## config.mk

```make
export PLATFORM = sky130hd
export DESIGN_NAME = mmss_display_scanner
export DESIGN_NICKNAME = d
export VERILOG_FILES = /design/src/rtl/mmss_display_scanner.sv
export SDC_FILE = /design/constraint.sdc
export NUM_CORES = 1
export LEC_CHECK = 0
export ABC_CLOCK_PERIOD_IN_PS = 4500
export CORE_AREA = 4 4 79 63
export CTS_CLUSTER_SIZE = 40
export DETAILED_ROUTE_END_ITERATION = 8
export DIE_AREA = 0 0 83 67
export PLACE_DENSITY = 0.78
export SLEW_MARGIN = 20
export SYNTH_ARGS = -nofsm -noshare
export SYNTH_HDL_FRONTEND = slang
export SYNTH_SLANG_ARGS = --single-unit
```

## constraint.sdc

```tcl
create_clock -name clk -period 4.5 [get_ports clk]
set_input_delay 0.9 -clock clk [delete_from_list [all_inputs] [get_ports clk]]
set_output_delay 0.9 -clock clk [all_outputs]
set_load 0.01 [all_outputs]
```

## src/rtl/mmss_display_scanner.sv

```systemverilog
// mmss_display_scanner: multiplexed common-anode 4-digit mm:ss display driver with per-frame snapshot and blinking colon
module mmss_display_scanner #(
  parameter int REFRESH_DIV  = 100000,
  parameter int BLANK_CYCLES = 16,
  parameter int BLANK_LZ     = 1
) (
  input  logic       clk,
  input  logic       reset,
  input  logic       enable,
  input  logic       blink_tick,
  input  logic [2:0] minutes_tens,
  input  logic [3:0] minutes_ones,
  input  logic [2:0] seconds_tens,
  input  logic [3:0] seconds_ones,
  output logic [3:0] an,
  output logic [6:0] seg,
  output logic       dp
);
  localparam int CW = REFRESH_DIV > 1 ? $clog2(REFRESH_DIV) : 1;
  logic [CW-1:0] cnt;
  logic [1:0] idx;
  logic [2:0] snap_mt, snap_st;
  logic [3:0] snap_mo, snap_so;
  logic colon_on, wrap, blank;
  logic [3:0] digit, an_d;
  logic [6:0] seg_d;
  logic dp_d;
  always_comb begin
    wrap = cnt == CW'(REFRESH_DIV - 1);
    digit = idx == 2'd0 ? snap_so : idx == 2'd1 ? {1'b0, snap_st} : idx == 2'd2 ? snap_mo : {1'b0, snap_mt};
    blank = !enable || (int'(cnt) < BLANK_CYCLES) || (idx == 2'd3 && BLANK_LZ != 0 && snap_mt == 3'd0);
    an_d = blank ? 4'b1111 : ~(4'b0001 << idx);
    dp_d = !(idx == 2'd2 && colon_on && !blank);
    case (digit)
      4'd0:    seg_d = 7'b1000000;
      4'd1:    seg_d = 7'b1111001;
      4'd2:    seg_d = 7'b0100100;
      4'd3:    seg_d = 7'b0110000;
      4'd4:    seg_d = 7'b0011001;
      4'd5:    seg_d = 7'b0010010;
      4'd6:    seg_d = 7'b0000010;
      4'd7:    seg_d = 7'b1111000;
      4'd8:    seg_d = 7'b0000000;
      4'd9:    seg_d = 7'b0010000;
      default: seg_d = 7'b0111111;
    endcase
  end
  // snapshot loads only at the idx 3->0 wrap so a frame never mixes two times
  always_ff @(posedge clk or posedge reset) begin
    if (reset) begin
      cnt <= '0;
      idx <= 2'd0;
      snap_mt <= 3'd0;
      snap_mo <= 4'd0;
      snap_st <= 3'd0;
      snap_so <= 4'd0;
      colon_on <= 1'b0;
      an <= 4'b1111;
      seg <= 7'b1111111;
      dp <= 1'b1;
    end else begin
      an <= an_d;
      seg <= seg_d;
      dp <= dp_d;
      if (enable) begin
        cnt <= wrap ? '0 : cnt + CW'(1);
        if (wrap) idx <= idx + 2'd1;
        if (wrap && idx == 2'd3) begin
          snap_mt <= minutes_tens;
          snap_mo <= minutes_ones;
          snap_st <= seconds_tens;
          snap_so <= seconds_ones;
        end
        if (blink_tick) colon_on <= !colon_on;
      end
    end
  end
endmodule

```

# After elaboration in Yosys (flattened, before gate mapping)
# Memory sizes are Yosys's and may differ from the RTL's. A register that Yosys moved wholly into a read port is not among the register bits.
# Index checks and enable logic that the tools add are counted.
[totals]
ff_bits = 39
mem_bits_ro = 112
in_bits = 18
output_inout_bits = 12
word_cells = 39
n_memories = 1
[classes]
addsub = 2
magnitude_cmp = 1
eq_ne = 4
shifts = 1
mux = 5
bitwise = 1
reduce_logical = 15
[mem_list]
columns = ["name", "words", "word_bits", "rd", "rd_clocked_by_memory_dff", "write_ports", "line", "text"]
rows = [
  ["(name not given)", 16, 7, 1, 1, 0, "34", "case (digit)"],
]
[op_table]
columns = ["op", "count"]
rows = [
  ["17-bit by 1-bit adder with 17-bit output (second input constant)", 1],
  ["17-bit == test (second input constant)", 1],
  ["17-bit by 5-bit less-than comparator with 1-bit output (second input constant)", 1],
  ["17-bit 2-to-1 mux", 1],
  ["4-bit 2-to-1 mux", 4],
  ["2-bit AND reduction", 3],
  ["2-bit == test (second input constant)", 2],
  ["1-bit logical AND", 4],
  ["1-bit zero test", 4],
  ["4-bit inverter", 1],
  ["1-bit by 2-bit << shifter with 4-bit output (first input constant)", 1],
  ["3-bit zero test", 1],
  ["2-bit by 1-bit adder with 2-bit output (second input constant)", 1],
  ["2-bit by 1-bit == test with 1-bit output (second input constant)", 1],
  ["2-bit zero test", 1],
  ["1-bit logical OR", 2],
]

# Longest topological paths before layout
[depth]
depth_word = 6
ltp_mapped = 10
ltp_nobuf = 9

# Least setup slack after synthesis
# No wires, ideal clock.
[synth_path]
kind = "reg2reg"
start = "reg idx[0]"
end = "reg seg[0]"
setup_time_ps = 98
arrival_time_ps = 2112
required_ps = 4402
path_slack_ps = 2289
stages_incl_launch_ff = 10
path_buffers = 1
synth_period_minus_slack_ps = 2211
path_cell_list = "dfrtp_1 inv_1 ha_1 buf_2 mux2i_1 a221oi_1 inv_1 ha_1 nor4_1 a211oi_1"
[synth_via]
elab_chain_cells = 4
word_cells_on_any_way = 6
classes_between = "2 x eq/ne; 3 x mux; 1 x reduce/logical"
[synth_rtl]
columns = ["element", "line", "text"]
rows = [
  ["start, declared", "21", "logic [1:0] idx;"],
  ["start signal, assigned", "67", "if (wrap) idx <= idx + 2'd1;"],
  ["2-bit == test", "30", "digit = idx == 2'd0 ? snap_so : idx == 2'd1 ? {1'b0, snap_st} : idx == 2'd2 ? snap_mo : {1'b0, snap_mt};"],
  ["4-bit 2-to-1 mux (2 in series)", "30", ""],
  ["4-bit 2-to-1 mux (*)", "30", ""],
  ["end, declared", "16", "output logic [6:0] seg,"],
]
# Every way passes the cells marked *; elsewhere a longest branch is shown, timed or not.
# A chain may end at the register's enable or synchronous reset.

# Worst setup path in the final report
# Ends and elaborated chain as after synthesis.

==> flow_summary.json <==
{
  "worst_ep_required_time_ns": 4.70,
  "post_synth_inst_count": 193,
  "leakage_uw": 0.00119,
  "min_path_type": "reg -> reg",
  "ys_seq_elements": 46,
  "cts_buffers": 5,
  "wirelength_um": 3990,
  "critical-path-top-delay-family": "compound AO/OA/AOI/OAI gates",
  "drive_gt1_share_pct": 17.8,
  "max_slew_margin_pct": 40.2,
  "place_hpwl_um": 2990,
  "final_nets": 252,
  "cts_resized": 0,
  "post-cts-setup-buffer-count": 0,
  "synth_area_leaders": "dfrtp_1 (38%), dfstp_2 (14%), mux2_2 (7.5%)",
  "async_reset_ff_share_pct": 100,
  "cp-start-kind": "register",
  "cpPeakStageDelay_ns": 0.71,
  "initial_core_util_pct": 53.1,
  "synth_top_family_by_area": "simple AND/OR/NAND/NOR gates",
  "slew_violations": 0,
  "critPathArrivalTime_ns": 2.97,
  "top_layer_used": "met4",
  "grt.total_usage_pct": 15.3,
  "power_density_nw_per_um2": 323,
  "ctsHoldBuffers": 0,
  "post_synth_fa_ha_maj_area_fraction_pct": 5.54,
  "drt_iter0_markers": 49,
  "syn-num-nets": 221,
  "layout_common_cells": "dfrtp_1 (34), clkdlybuf4s50_1 (29), mux2_2 (15)",
  "clock_sinks": 46,
  "dieArea_um2": 5560,
  "mostFrequentLayoutCell": "dfrtp_1",
  "avgSynthCellArea_um2": 11.7,
  "num_rows": 21,
  "synth_top_area_share_pct": 37.7,
  "timing_hold_violations_final": 0,
  "fp.dieW_um": 83,
  "synth-edff-count": 0,
  "rsz0062_at_grt": "no",
  "synth_compound_area_share_pct": 6.87,
  "critPathBufInv": 2,
  "insertion_delay_ns": 0.29,
  "die_h_um": 67,
  "core_um2": 4260,
  "place_congestion": 0.850,
  "drt_first_pass_iters": 4,
  "ys_warn_count": 0,
  "clkTransAtPathRegs_ns": 0.08,
  "cts-root-buf": "clkbuf_8",
  "synth-main-ff-cell": "dfrtp_1",
  "synth.distinct_cells": 46,
  "worstPathMaxFanout": 10,
  "muxShareOfSynthArea_pct": 9.25,
  "cts_tree": "done",
  "crit_path_cell_trace": "inv_1 -> ha_1 -> nor2_1 -> a221oi_1 -> inv_1 -> ha_1 -> nor4_1 -> a211oi_1",
  "end_kind": "register",
  "ir_drop_mv": 0.217,
  "yosysTopAreaCell": "dfrtp_1",
  "htreeDepth": 2,
  "wl_met2_um": 1690,
  "fmax_mhz": 362,
  "yosysSeqAreaShare_pct": 51.6,
  "crit_type": "reg -> reg",
  "port_buffers": 29,
  "viasPerCell": 5.33,
  "status": "finished clean",
  "synth_xor_xnor_area_share_pct": 5.81,
  "met3_length_um": 163,
  "clockBufferDepth": 2,
  "grt_overflow": 0,
  "finalSetupViolCount": 0,
  "avgRoutedWirePerCell_um": 14.2,
  "yosys.area_share.simple_pct": 17.5,
  "worst_slew_pin_slew_ns": 0.890,
  "io_pins": 30,
  "num_vias": 1502,
  "routedLengthMet1_um": 2090,
  "antenna_found_initial": 0,
  "final.period_utilization_pct": 61.4,
  "maxCapViolCount": 0,
  "fin_crit_ns": 2.76,
  "skew_ns": 0.00305,
  "diodes": 0,
  "whs_ns": 0.451,
  "post-route-drc-count": 0,
  "ant_nets": 0,
  "crit_slowest_cell": "a221oi_1",
  "area_growth_syn_to_layout_pct": 19.4,
  "grt_pass1_vias": 1385,
  "grt_start_max_net_pins": 47,
  "grt_first_pass_wirelength_um": 6650,
  "netlist_area_um2": 2260,
  "fin_tns_setup_ns": 0
}
==> final timing paths <==
path	start	to	slack [ns]	depth (start not counted)
setup / recovery	idx[0]$_DFFE_PP0P_	seg[0]$_DFF_PP1_	1.74	8
hold / removal	colon_on$_DFFE_PP0P_	dp$_DFF_PP1_	0.45	1
setup reg to reg	idx[0]$_DFFE_PP0P_	seg[0]$_DFF_PP1_	1.74	8
hold reg to reg	colon_on$_DFFE_PP0P_	dp$_DFF_PP1_	0.45	1
max in group asynchronous	reset	an[3]$_DFF_PP1_	3.07	3
min in group asynchronous	reset	colon_on$_DFFE_PP0P_	1.07	3
==> report_power, final <==
group	internal (µW)	switching, µW	total (µW)
Combinational	47.0	46.3	93.3
Sequential	445	39.0	484
Clock	166	129	295
Total	658	214	872
==> cell families (layout without fill, tap and decap cells) <==
| family | Yosys count | count (layout) |
|---|---|---|
| muxes | 19 | 19 |
| and+or+nand+nor | 66 | 66 |
| buffers and inverters | 17 | 49 |
| AOI/OAI and AO/OA | 20 | 20 |
| xor gates and xnor gates | 15 | 15 |
| adders and majority gates | 10 | 10 |
| DFF | 46 | 46 |
==> Yosys cell counts, drive strengths merged (5+ instances only) <==
library cell	number
buf	5
dfrtp	34
dfstp	12
ha	10
inv	11
mux2	15
nand2	14
nand3	10
nor2	11
nor4	5
xnor2	7
xor2	8
==> final cells by class <==
class	count	area (µm²)
Clock buffer	7	76.3
Clock inverter	1	30.0
Fill cell	337	1560
Inverter	11	41.3
Multi-Input combinational cell	130	1020
Sequential cell	46	1170
Tap cell	57	71.3
Timing Repair Buffer	30	298
==> stage by stage <==
stage / worst slack (ns) / cell area (µm²) / util (%) / instances / power (µW)
detailed placement: 1.45 / 2590 / 60.9 / 274 / 584
global route: 1.52 / 2700 / 63.4 / 282 / 918
finish: 1.74 / 2700 / 63.4 / 282 / 872
CTS: 1.75 / 2700 / 63.4 / 282 / 877
global placement: 1.48 / 2590 / 60.9 / 274 / 579
floorplan: 2.29 / 2260 / - / 193 / 540
==> registers in the layout, summed over array words and instances (netlist names) <==
| register | count |
|---|---|
| snap_mo | 4 |
| snap_so | 4 |
| idx | 2 |
| snap_mt | 3 |
| dp | 1 |
| snap_st | 3 |
| colon_on | 1 |
| cnt | 17 |
| an | 4 |
| seg | 7 |
==> routing by layer <==
layer	global-route usage, %	vias to the layer above
li1	-	750
met5	0	-
met3	3.96	5
met2	22.7	28
met1	21.7	719
met4	4.90	0
==> worst reg2reg max path: stages, from the launching register on <==
cell	delay, ns
dfrtp_1	0.40
inv_1	0.12
ha_1	0.40
nor2_1	0.10
a221oi_1	0.71
inv_1	0.20
ha_1	0.25
nor4_1	0.39
a211oi_1	0.09
Power figures use the tool's default switching activity.
